## src/rtl/alu_cmd_issuer.sv

```systemverilog
// -----------------------------------------------------------------------------
// alu_cmd_issuer
//
// Command-side sequencer for the 4-bit combinational ALU. Commands (A, B,
// opcode) are queued in a small FIFO. Each one is presented to the ALU in turn.
// The ALU inputs are held for SETTLE edges, then the result is captured and
// returned on a valid/ready response port. Only one operation is at the ALU at
// any time.
//
// Parameters
//   DEPTH   command FIFO entries (power of two, 2..16)
//   SETTLE  edges the ALU inputs are held before sampling alu_result (1..7)
//
// Ports
//   clk, rst_n                    clock, asynchronous active-low reset
//   cmd_valid/cmd_ready           command handshake; cmd_ready = (count < DEPTH)
//   cmd_a, cmd_b, cmd_op          command payload
//   alu_a, alu_b, alu_op          registered operands/opcode to the ALU
//   alu_result                    combinational ALU output
//   rsp_valid/rsp_ready           response handshake
//   rsp_result, rsp_op            captured result and the opcode that made it
//   count                         FIFO occupancy
//   busy                          FSM not idle, or FIFO not empty
// -----------------------------------------------------------------------------
module alu_cmd_issuer #(
    parameter int DEPTH  = 4,
    parameter int SETTLE = 1
) (
    input  logic                   clk,
    input  logic                   rst_n,
    input  logic                   cmd_valid,
    output logic                   cmd_ready,
    input  logic [3:0]             cmd_a,
    input  logic [3:0]             cmd_b,
    input  logic [2:0]             cmd_op,
    output logic [3:0]             alu_a,
    output logic [3:0]             alu_b,
    output logic [2:0]             alu_op,
    input  logic [3:0]             alu_result,
    output logic                   rsp_valid,
    input  logic                   rsp_ready,
    output logic [3:0]             rsp_result,
    output logic [2:0]             rsp_op,
    output logic [$clog2(DEPTH):0] count,
    output logic                   busy
);

    localparam int AW = $clog2(DEPTH);
    localparam int CW = AW + 1;
    localparam logic [CW-1:0] FULL_COUNT  = CW'(DEPTH);
    localparam logic [2:0]    SETTLE_LOAD = 3'(SETTLE - 1);

    typedef enum logic [1:0] {
        S_IDLE  = 2'd0,
        S_DRIVE = 2'd1,
        S_WAIT  = 2'd2
    } state_t;

    // FIFO storage: {op, a, b}
    logic [10:0]   mem_q [DEPTH];
    logic [AW-1:0] wr_ptr_q;
    logic [AW-1:0] rd_ptr_q;
    logic [CW-1:0] count_q;
    logic [CW-1:0] count_d;

    state_t        state_q;
    logic [2:0]    settle_q;
    logic [3:0]    alu_a_q;
    logic [3:0]    alu_b_q;
    logic [2:0]    alu_op_q;
    logic          rsp_valid_q;
    logic [3:0]    rsp_result_q;
    logic [2:0]    rsp_op_q;

    logic          push;
    logic          pop;
    logic          fifo_nonempty;
    logic          rsp_fire;
    logic [3:0]    head_a;
    logic [3:0]    head_b;
    logic [2:0]    head_op;

    // cmd_ready is derived from the registered count only, so a pop in the
    // same edge never lets a full FIFO accept a new command.
    assign cmd_ready     = (count_q < FULL_COUNT);
    assign push          = cmd_valid && cmd_ready;
    assign fifo_nonempty = (count_q != '0);
    assign rsp_fire      = rsp_valid_q && rsp_ready;

    // A pop happens on every entry into DRIVE: from IDLE, or straight from
    // WAIT when the held response is accepted and more work is queued.
    // count_q is registered, so a command pushed into an empty FIFO is not
    // visible here until the following edge (no bypass).
    assign pop = fifo_nonempty &&
                 ((state_q == S_IDLE) || ((state_q == S_WAIT) && rsp_fire));

    assign {head_op, head_a, head_b} = mem_q[rd_ptr_q];

    always_comb begin
        count_d = count_q;
        case ({push, pop})
            2'b10:   count_d = count_q + 1'b1;
            2'b01:   count_d = count_q - 1'b1;
            default: count_d = count_q;
        endcase
    end

    // Storage has no reset; only the pointers and count define its contents.
    always_ff @(posedge clk) begin
        if (push) begin
            mem_q[wr_ptr_q] <= {cmd_op, cmd_a, cmd_b};
        end
    end

    // Pointers wrap naturally because DEPTH is a power of two.
    always_ff @(posedge clk or negedge rst_n) begin
        if (!rst_n) begin
            wr_ptr_q <= '0;
            rd_ptr_q <= '0;
            count_q  <= '0;
        end else begin
            if (push) begin
                wr_ptr_q <= wr_ptr_q + 1'b1;
            end
            if (pop) begin
                rd_ptr_q <= rd_ptr_q + 1'b1;
            end
            count_q <= count_d;
        end
    end

    always_ff @(posedge clk or negedge rst_n) begin
        if (!rst_n) begin
            state_q      <= S_IDLE;
            settle_q     <= '0;
            alu_a_q      <= '0;
            alu_b_q      <= '0;
            alu_op_q     <= '0;
            rsp_valid_q  <= 1'b0;
            rsp_result_q <= '0;
            rsp_op_q     <= '0;
        end else begin
            case (state_q)
                S_IDLE: begin
                    if (pop) begin
                        settle_q <= SETTLE_LOAD;
                        state_q  <= S_DRIVE;
                    end
                end
                S_DRIVE: begin
                    if (settle_q != '0) begin
                        settle_q <= settle_q - 1'b1;
                    end else begin
                        rsp_result_q <= alu_result;
                        rsp_op_q     <= alu_op_q;
                        rsp_valid_q  <= 1'b1;
                        state_q      <= S_WAIT;
                    end
                end
                S_WAIT: begin
                    if (rsp_fire) begin
                        rsp_valid_q <= 1'b0;
                        if (pop) begin
                            settle_q <= SETTLE_LOAD;
                            state_q  <= S_DRIVE;
                        end else begin
                            state_q <= S_IDLE;
                        end
                    end
                end
                default: begin
                    state_q <= S_IDLE;
                end
            endcase

            // ALU inputs change only when a command is popped.
            if (pop) begin
                alu_a_q  <= head_a;
                alu_b_q  <= head_b;
                alu_op_q <= head_op;
            end
        end
    end

    assign alu_a      = alu_a_q;
    assign alu_b      = alu_b_q;
    assign alu_op     = alu_op_q;
    assign rsp_valid  = rsp_valid_q;
    assign rsp_result = rsp_result_q;
    assign rsp_op     = rsp_op_q;
    assign count      = count_q;
    assign busy       = (state_q != S_IDLE) || fifo_nonempty;

endmodule

```

## config.mk

```make
export PLATFORM = sky130hd
export DESIGN_NAME = alu_cmd_issuer
export DESIGN_NICKNAME = d
export VERILOG_FILES = /design/src/rtl/alu_cmd_issuer.sv
export SDC_FILE = /design/constraint.sdc
export NUM_CORES = 1
export LEC_CHECK = 0
export ABC_AREA = 0
export BUFFER_PORTS_ARGS = -buffer_cell sky130_fd_sc_hd__buf_2
export CAP_MARGIN = 20
export CORE_UTILIZATION = 30
export DETAILED_ROUTE_END_ITERATION = 10
export PLACE_DENSITY = 0.45
export SYNTH_ARGS = -nofsm -noshare
export SYNTH_HDL_FRONTEND = slang
export SYNTH_SLANG_ARGS = --single-unit
```

## constraint.sdc

```tcl
create_clock -name clk -period 2.59 [get_ports clk]
set_input_delay 0 -clock clk [delete_from_list [all_inputs] [get_ports clk]]
set_output_delay 0 -clock clk [all_outputs]
set_load 0.02 [all_outputs]
```

==> results of run 1 <==
[critical path, stage by stage (launching register included)]
cell and delay (ps):
dfrtp_1 410, nor2b_1 410, inv_1 100, ha_1 240, inv_1 70, fa_1 180, xor2_1 170, nor2_1 70
xnor2_1 120
[layout by cell type, fill, tap and decap left out]
cell,netlist,final
a31o_2,1,1
edfxtp_1,44,44
nor3_2,1,1
o32ai_1,2,2
dlygate4sd3_1,0,17
xnor2_1,3,3
nand3_1,2,2
buf_2,0,42
a21boi_2,1,1
mux4_2,8,8
fa_1,1,1
bufinv_16,0,1
nand2_1,4,4
clkbuf_1,2,1
o211ai_1,1,1
clkinv_1,0,1
mux4_1,3,3
inv_1,10,10
mux2_4,8,8
nand2b_1,2,2
o21ai_0,4,4
xor2_1,3,3
clkinvlp_4,0,1
a21o_1,1,1
nor2_1,2,2
nor3_4,1,1
nor2_4,1,1
buf_4,0,4
nor4b_1,1,1
clkinv_2,0,3
clkbuf_8,0,9
nor2b_1,5,5
mux2_2,10,10
and2_1,4,4
ha_1,7,7
mux2i_1,1,1
dfrtp_1,31,31
[Yosys cell counts, drive strengths merged, types with 2 or more instances]
cell and instances:
edfxtp 44, nand3 2, xor2 3, clkbuf 2, mux2 18, nand2 4
xnor2 3, nor3 2, mux4 11, o21ai 4, and2 4, nor2b 5
nand2b 2, buf 2, o32ai 2, dfrtp 31, nor2 3, inv 10
ha 7
[per-layer routing]
metal	global-route usage, %	vias up
li1	-	757
met4	4.55	0
met3	3.73	6
met1	13.2	787
met2	18.7	36
met5	0	-
[kinds of logic (layout without fill, tap and decap cells)]
group,Yosys count,in the layout,share of synthesized area (%)
DFF,75,75,68.8
and+or+nand+nor,23,23,4.85
muxes,30,30,16.5
xor gates and xnor gates,6,6,1.73
adders and majority gates,8,8,3.53
AOI/OAI and AO/OA,10,10,2.38
buffers and inverters,14,89,2.22
[how the worst max path moves through the flow]
stage                                 from                   end  slack, ps  depth (start not counted)
floorplan             count[0]$_DFFE_PN0P_  count[2]$_DFFE_PN0P_        430                          9
global placement    state_q[1]$_DFFE_PN0P_  count[2]$_DFFE_PN0P_        760                          8
detailed placement    count[2]$_DFFE_PN0P_  count[2]$_DFFE_PN0P_        740                          8
CTS                 state_q[1]$_DFFE_PN0P_  count[2]$_DFFE_PN0P_        720                          8
global route          count[2]$_DFFE_PN0P_  count[2]$_DFFE_PN0P_        580                          8
finish                count[2]$_DFFE_PN0P_  count[2]$_DFFE_PN0P_        720                          8
[final cells by class]
cell class                 instances  area share, %
clock inverter                     6           1.49
inverter                          10          0.994
timing repair buffer              63           10.9
tap                              133           4.41
sequential                        75           55.5
multi-input combinational         77           23.4
clock buffer                      10           3.38
[report_power, final]
group | total, mW | leakage (nW) | internal [mW] | switching (mW)
clock | 0.842 | 0.0935 | 0.437 | 0.406
sequential | 1.83 | 0.769 | 1.61 | 0.223
combinational | 1.66 | 0.628 | 0.833 | 0.829
[state kept, by name, indices dropped and copies added, names as in the netlist]
| register | count |
|---|---|
| rsp_result | 4 |
| alu_op | 3 |
| wr_ptr_q | 2 |
| alu_b | 4 |
| settle_q | 3 |
| mem_q | 44 |
| rsp_valid | 1 |
| rsp_op | 3 |
| rd_ptr_q | 2 |
| count | 3 |
| alu_a | 4 |
| state_q | 2 |
[stage by stage]
stage	util [%]	std cells	worst slack, ps
2_1_floorplan	-	166	434
3_3_place_gp	34.9	341	756
3_5_place_dp	34.9	341	737
4_1_cts	38.5	374	718
5_1_grt	38.5	374	578
6_report	38.5	374	716
==> flow_metrics.tcl, run 1 <==
set metrics [dict create \
    rows 36 \
    register_area_mm2 0.00210 \
    whs_ps 157 \
    drv_slew 0 \
    wire_per_inst_um 14.2 \
    num_vias 1586 \
    ys_types 30 \
    critPathKind "flop to flop" \
    synth_warnings 0 \
    syn_area_mm2 0.00305 \
    max_slew_margin_pct 51.3 \
    fp.dieW_um 103 \
    p_per_area_mw_per_mm2 1150 \
    drc 0 \
    cts_root_buffer "clkbuf_8" \
    drive_gt1_share_pct 37.8 \
    finalSetupTns_ps 0 \
    numCtsBuffers 9 \
    min_period_ps 1870 \
    grt_util_all_layers_pct 11.1 \
    post_cts_resized 0 \
    final_nets 263 \
    post_cts_buffers 0 \
    ys_async_sr_fraction_pct 41.3 \
    grt_pass1_wl_um 8450 \
    die_y_um 103 \
    design_area_mm2 0.00378 \
    ant_nets 0 \
    syn_to_final_growth_pct 24.0 \
    met3_wirelength_um 210 \
    whs_endpoint "wr_ptr_q[0]$_DFFE_PN0P_" \
    fin_crit_sh_pct 72.4 \
    irDropWorstVdd_v 0.000365 \
    critPathRequiredTime_ps 2810 \
    worst_setup_path_start_kind "flop" \
    multiInputGateArea_um2 882 \
    portBuffers 42 \
    worstMarginPinSlew_ps 731 \
    syn-mean-instance-area_um2 18.4 \
    grt_overflow 0 \
    grt_max_degree 32 \
    critPathCaptureType "flop" \
    dr.pass1.iters 4 \
    skew_ps 5.59 \
    p_leak_nw 1.49 \
    total_power_mw 4.34 \
    status "completed" \
    synth.top_cell.area_share_pct 43.4 \
    hold_class "primary input to flop" \
    num_antenna_cells 0 \
    synth_fp_nets 193 \
    min_from "cmd_valid" \
    clkLatencyLatePin_ps 340 \
    reg2reg_to "count[2]$_DFFE_PN0P_" \
    start_util_pct 31.0 \
    max_freq_mhz 534 \
    setup_violations 0 \
    grt_pass1_vias 1637 \
    whs_path_depth 3 \
    antenna_found_initial 0 \
    placed_area_mm2 0.00342 \
    clkTransAtPathRegs_ps 70 \
    ys_seq_area_share_pct 68.8 \
    dr.max_layer_used "met4" \
    hpwl_um 3510 \
    rsz0062_at_grt "no" \
    r2r-start "count[2]$_DFFE_PN0P_" \
    hold_buffers 17 \
    drt_wl_total_um 5320 \
    cts_buffer_depth 2 \
    netlist_top_cells_area "edfxtp_1, dfrtp_1, mux4_2" \
    cts_tree "yes" \
    htree_levels 3 \
    m1WireLength_um 2450 \
    arrival_ps 2100 \
    cts_sinks 75 \
    dieArea_mm2 0.0106 \
    synth-main-ff-cell "edfxtp_1" \
    place_congestion 0.732 \
    drtIter0Drc 59 \
    r2r_cells 8 \
    r2r_setup_slack_ps 720 \
    synth.largest_area_cell "edfxtp_1" \
    core-area_mm2 0.00982 \
    fillers 939 \
    num_io_pins 43 \
    synth-seq-cells 75 \
    hold_violations 0 \
    viasPerCell 4.24 \
    maxCapViolCount 0 \
    path_max_fanout 8 \
    synth_edf_count 44 \
    synth_cells 166 \
    dr_wl_met2_um 2590 \
]
Note: power is estimated with default switching activity, not from simulation.
==> run 2, diff against run 1 <==
Clock period 2.59 ns to 1.8 ns, I/O delays scaled along.
==> run 2 against run 1 <==
Global-route usage increased by 0.78 points. Clock power increased by 60%. Register-to-register slack got worse by 640 ps. Wire length increased by 5.6%. Count of clock-buffer cells in the layout decreased by 1. Non-clock buffer count increased by 8. First-iteration DRC count decreased by 10%. Clock skew increased by 2.9 ps. Worst setup slack got worse by 640 ps. Die area unchanged.
==> flow_metrics.tcl, run 2 (same netlist as run 1, synthesis figures left out) <==
set metrics [dict create \
    status "completed" \
    syn_to_final_growth_pct 29.5 \
    dr.pass1.iters 4 \
    path_max_fanout 3 \
    worst_setup_path_start_kind "flop" \
    mostFrequentLayoutCells "edfxtp_1, buf_2, dfrtp_1" \
    setup_ws_ps 78.2 \
    grt_pass1_wl_um 8730 \
    drtIter0Drc 53 \
    hold_violations 0 \
    grt_pass1_vias 1626 \
    post_cts_resized 0 \
    p_comb_share_pct 41.1 \
    total_power_mw 6.66 \
    num_antenna_cells 0 \
    cts_buffer_depth 2 \
    fin_crit_sh_pct 95.7 \
    critPathKind "flop to flop" \
    hold_class "primary input to flop" \
    irDropWorstVdd_v 0.000572 \
    min_from "cmd_valid" \
    p_leak_nw 1.56 \
    whs_endpoint "wr_ptr_q[0]$_DFFE_PN0P_" \
    clock_power_share_pct 20.3 \
    pwr-share-seq_pct 38.6 \
    num_io_pins 43 \
    worstMarginPinSlew_ps 749 \
    antenna_found_initial 0 \
    rows 36 \
    critical_path.top_delay_family "adder cells" \
    power.internal_mw 4.48 \
    drive_gt1_share_pct 41.5 \
    setup_violations 0 \
    critPathCaptureType "flop" \
    portBuffers 42 \
    cts_sinks 75 \
    drv_slew 0 \
    cts_tree "yes" \
    clkLatencyLatePin_ps 340 \
    hpwl_um 3500 \
    pre_cts_ws_ps 69.0 \
    dieArea_mm2 0.0106 \
    viasPerCell 4.33 \
    p_per_area_mw_per_mm2 1690 \
    largest_reg_flops 44 \
    wire_per_inst_um 14.7 \
    clkTransAtPathRegs_ps 80 \
    drc 0 \
    p_sw_mw 2.18 \
    switching_share_pct 32.7 \
    max_freq_mhz 581 \
    whs_path_depth 4 \
    num_vias 1651 \
    r2r_setup_slack_ps 80 \
    grt_util_all_layers_pct 11.9 \
    r2r_cells 8 \
    final_nets 271 \
    htree_levels 3 \
    numCtsBuffers 9 \
    place_congestion 0.657 \
    top_register "mem_q" \
    r2r-start "state_q[1]$_DFFE_PN0P_" \
    critPathRequiredTime_ps 2070 \
    min_period_ps 1720 \
    cp_num_buf_inv 1 \
    utilization_pct 40.2 \
    die_y_um 103 \
    maxCapViolCount 0 \
    final_common_cell "edfxtp_1" \
    path_cells "a21boi_4 -> nor3_4 -> ha_4 -> inv_2 -> fa_2 -> xor2_1 -> nor2_1 -> xnor2_1" \
    cts_root_buffer "clkbuf_8" \
    skew_ps 8.50 \
    start_util_pct 31.0 \
    critPathMaxStageDelay_ps 380 \
    reg2reg_to "count[2]$_DFFE_PN0P_" \
    fp.dieW_um 103 \
    max_slew_margin_pct 50.0 \
    grt_max_degree 32 \
    grt_overflow 0 \
    ant_nets 0 \
    arrival_ps 1990 \
    rsz0062_at_grt "yes" \
    drt_wl_total_um 5620 \
    cp_slowest_cell "dfrtp_1" \
    core-area_mm2 0.00982 \
]
==> run 2: changes by cell type in the layout (fill, tap and decap cells not counted), moves of 2 or more <==
cell	delta
buf_12	+5
dfrtp_2	+2
clkinv_2	-2
dfrtp_1	-2
buf_4	+3
==> run 2: area by class of cell <==
class,count,area (µm²)
Inverter,10,37.5
Multi-Input combinational cell,77,905
Fill cell,933,5870
Clock buffer,9,124
Sequential cell,75,2100
Timing Repair Buffer,71,533
Clock inverter,6,81.3
Tap cell,133,166
==> run 2: worst min-delay path, stage by stage <==
cell	delay [ps]
buf_2	70
nor2b_1	160
buf_4	170
xnor2_1	60
==> run 2: how the worst max path moves through the flow <==
stage,slack (ps),start,endpoint,cells after the start
3_3_place_gp,70,state_q[1]$_DFFE_PN0P_,count[2]$_DFFE_PN0P_,8
2_1_floorplan,-220,state_q[1]$_DFFE_PN0P_,count[2]$_DFFE_PN0P_,9
5_1_grt,-40,state_q[1]$_DFFE_PN0P_,count[2]$_DFFE_PN0P_,8
3_5_place_dp,70,state_q[1]$_DFFE_PN0P_,count[2]$_DFFE_PN0P_,8
6_report,80,state_q[1]$_DFFE_PN0P_,count[2]$_DFFE_PN0P_,8
4_1_cts,40,state_q[1]$_DFFE_PN0P_,count[2]$_DFFE_PN0P_,8
==> run 2: per-stage QoR <==
step | cells | area, µm² | hold WS (ps) | TNS, ps
4_1_cts | 381 | 3950 | 154 | 0
5_1_grt | 381 | 3950 | 200 | -41.9
6_report | 381 | 3950 | 161 | 0
2_1_floorplan | 166 | 3070 | -296 | -340
3_5_place_dp | 349 | 3570 | 133 | 0
3_3_place_gp | 349 | 3570 | 136 | 0
==> run 2: power groups by stage <==
| stage | Combinational, mW | Sequential (mW) | Clock, mW |
|---|---|---|---|
| global placement | 2.76 | 2.60 | 0 |
| global route | 2.98 | 2.63 | 1.48 |
| detailed placement | 2.77 | 2.61 | 0 |
| CTS | 2.81 | 2.58 | 1.40 |
| finish | 2.73 | 2.57 | 1.35 |
| floorplan | 1.59 | 2.91 | 0 |
==> run 2: repair_timing <==
action	4_1_cts	5_1_grt
hold endpoints to repair	80	0
buffers inserted	0	0
endpoints found under the setup margin	0	1
hold buffers	17	0
==> run 2: per-layer routing <==
metal / track usage [%] / vias up / wire [µm]
li1: - / 777 / -
met1: 13.6 / 826 / 2510
met2: 20.6 / 41 / 2780
met3: 3.73 / 7 / 248
met4: 5.20 / 0 / 72
met5: 0 / - / 0
==> run 3, diff against run 2 <==
Settings changed: CELL_PAD_IN_SITES_DETAIL_PLACEMENT set to 0, CELL_PAD_IN_SITES_GLOBAL_PLACEMENT set to 1, PLACE_DENSITY 0.45 to 0.51.
==> run 3 against run 2 <==
Power rose by 1.4%. Wire length fell by 1.2%. Worst hold slack got worse by 140 ps. First-iteration DRC count fell by 34%. Worst setup slack got worse by 12 ps. Critical path type unchanged. Critical endpoint unchanged.
==> flow_metrics.tcl, run 3 (same netlist as run 1, synthesis figures left out) <==
set metrics [dict create \
    status "completed" \
    setup.worst_path.start "state_q[1]$_DFFE_PN0P_" \
    grt_overflow 0 \
    hold_violations 0 \
    max_slew_margin_pct 49.0 \
    path_max_fanout 3 \
    use_met3_pct 4.41 \
    viasPerCell 4.36 \
    place_congestion 0.654 \
    drive_gt1_share_pct 42.6 \
    grt-busiest-layer "met2" \
    fp.dieW_um 103 \
    multiInputGateArea_um2 905 \
    cts_buffer_depth 2 \
    pre_cts_ws_ps 52.2 \
    worstMarginPinSlew_ps 765 \
    start_util_pct 31.0 \
    skew_ps 11.7 \
    num_vias 1674 \
    r2r_setup_slack_ps 70 \
    post_cts_resized 0 \
    top_register "mem_q" \
    rows 36 \
    critPathRequiredTime_ps 2060 \
    cts_sinks 75 \
    ant_nets 0 \
    utilization_pct 40.4 \
    drv_slew 0 \
    total_power_mw 6.75 \
    cts_root_buffer "clkbuf_8" \
    gr-usage-met2_pct 20.9 \
    grt_pass1_vias 1743 \
    final_nets 273 \
    rsz0062_at_grt "yes" \
    grt_use_met1_pct 14.1 \
    setup_ws_ps 66.5 \
    fin_crit_sh_pct 96.3 \
    r2r_cells 8 \
    numCtsBuffers 9 \
    num_antenna_cells 0 \
    arrival_ps 1990 \
    num_io_pins 43 \
    drc 0 \
    antenna_found_initial 0 \
    worst_setup_path_start_kind "flop" \
    fillers 955 \
    drt_wl_total_um 5550 \
    p_leak_nw 1.57 \
    die_y_um 103 \
    r2r-start "state_q[1]$_DFFE_PN0P_" \
    hold_class "primary input to flop" \
    clkTransAtPathRegs_ps 70 \
    cts_tree "yes" \
    crit_end "count[2]$_DFFE_PN0P_" \
    setup_violations 0 \
    min_period_ps 1730 \
    critPathKind "flop to flop" \
    maxCapViolCount 0 \
    dr.pass1.iters 5 \
    wire_per_inst_um 14.5 \
    mostFrequentLayoutCells "edfxtp_1, buf_2, dfrtp_1" \
    register_area_mm2 0.00210 \
    htree_levels 3 \
    drtIter0Drc 35 \
    p_per_area_mw_per_mm2 1700 \
    grt_util_all_layers_pct 12.0 \
    critPathCaptureType "flop" \
    hpwl_um 3500 \
    portBuffers 42 \
    reg2reg_to "count[2]$_DFFE_PN0P_" \
    final_common_cell "edfxtp_1" \
    core-area_mm2 0.00982 \
    dieArea_mm2 0.0106 \
    irDropWorstVdd_v 0.000628 \
    whs_ps 25.4 \
    max_freq_mhz 577 \
    clkLatencyLatePin_ps 340 \
    grt_max_degree 32 \
    largest_reg_flops 44 \
    grt_pass1_wl_um 9020 \
    syn_to_final_growth_pct 30.3 \
]
[run 3: per-stage QoR]
step	TNS (ps)	cell area, µm²	std cells
floorplan	-340	3070	166
global placement	0	3580	350
detailed placement	0	3580	350
CTS	0	3960	382
global route	-62.0	3970	384
finish	0	3970	384
[run 3: per-layer routing]
metal | part of all wire (%) | vias to the layer above
met2 | 51 | 44
met4 | 0.96 | 0
met3 | 4.5 | 6
met1 | 44 | 848
met5 | 0 | -
li1 | - | 776
[run 3: layout make-up]
| type | instances | area share (%) |
|---|---|---|
| inverters | 10 | 0.945 |
| clock inverters | 5 | 2.14 |
| flip-flops and latches | 75 | 52.9 |
| well taps | 133 | 4.19 |
| repair buffers | 73 | 13.7 |
| multi-input cells | 77 | 22.8 |
| clock buffers | 11 | 3.31 |
[run 3: worst min-delay path by stage]
stage,cells after the start,end,start
global placement,1,rsp_result[0]$_DFFE_PN0P_,rst_n
global route,3,rsp_valid$_DFFE_PN0P_,rsp_ready
finish,3,rsp_valid$_DFFE_PN0P_,rsp_ready
detailed placement,1,rsp_result[0]$_DFFE_PN0P_,rst_n
CTS,3,rsp_valid$_DFFE_PN0P_,rsp_ready
floorplan,0,alu_a[0]$_DFFE_PN0P_,rst_n
[run 3: worst max-delay path, stage by stage (launching register included)]
cell	delay [ps]
dfrtp_1	380
a21boi_4	150
nor3_4	230
ha_4	160
inv_2	30
fa_2	320
xor2_1	140
nor2_1	110
xnor2_1	120
[run 3: report_power, final]
group / switching, mW / total [mW] / internal, mW
logic: 1.35 / 2.78 / 1.43
registers: 0.240 / 2.56 / 2.32
clock network: 0.618 / 1.41 / 0.790
total: 2.20 / 6.75 / 4.54
[run 3: repair_timing]
| item | 4_1_cts | 5_1_grt |
|---|---|---|
| setup endpoints to repair | 0 | 1 |
| hold buffers | 16 | 0 |
| hold endpoints to repair | 79 | 0 |
| buffers inserted | 0 | 2 |
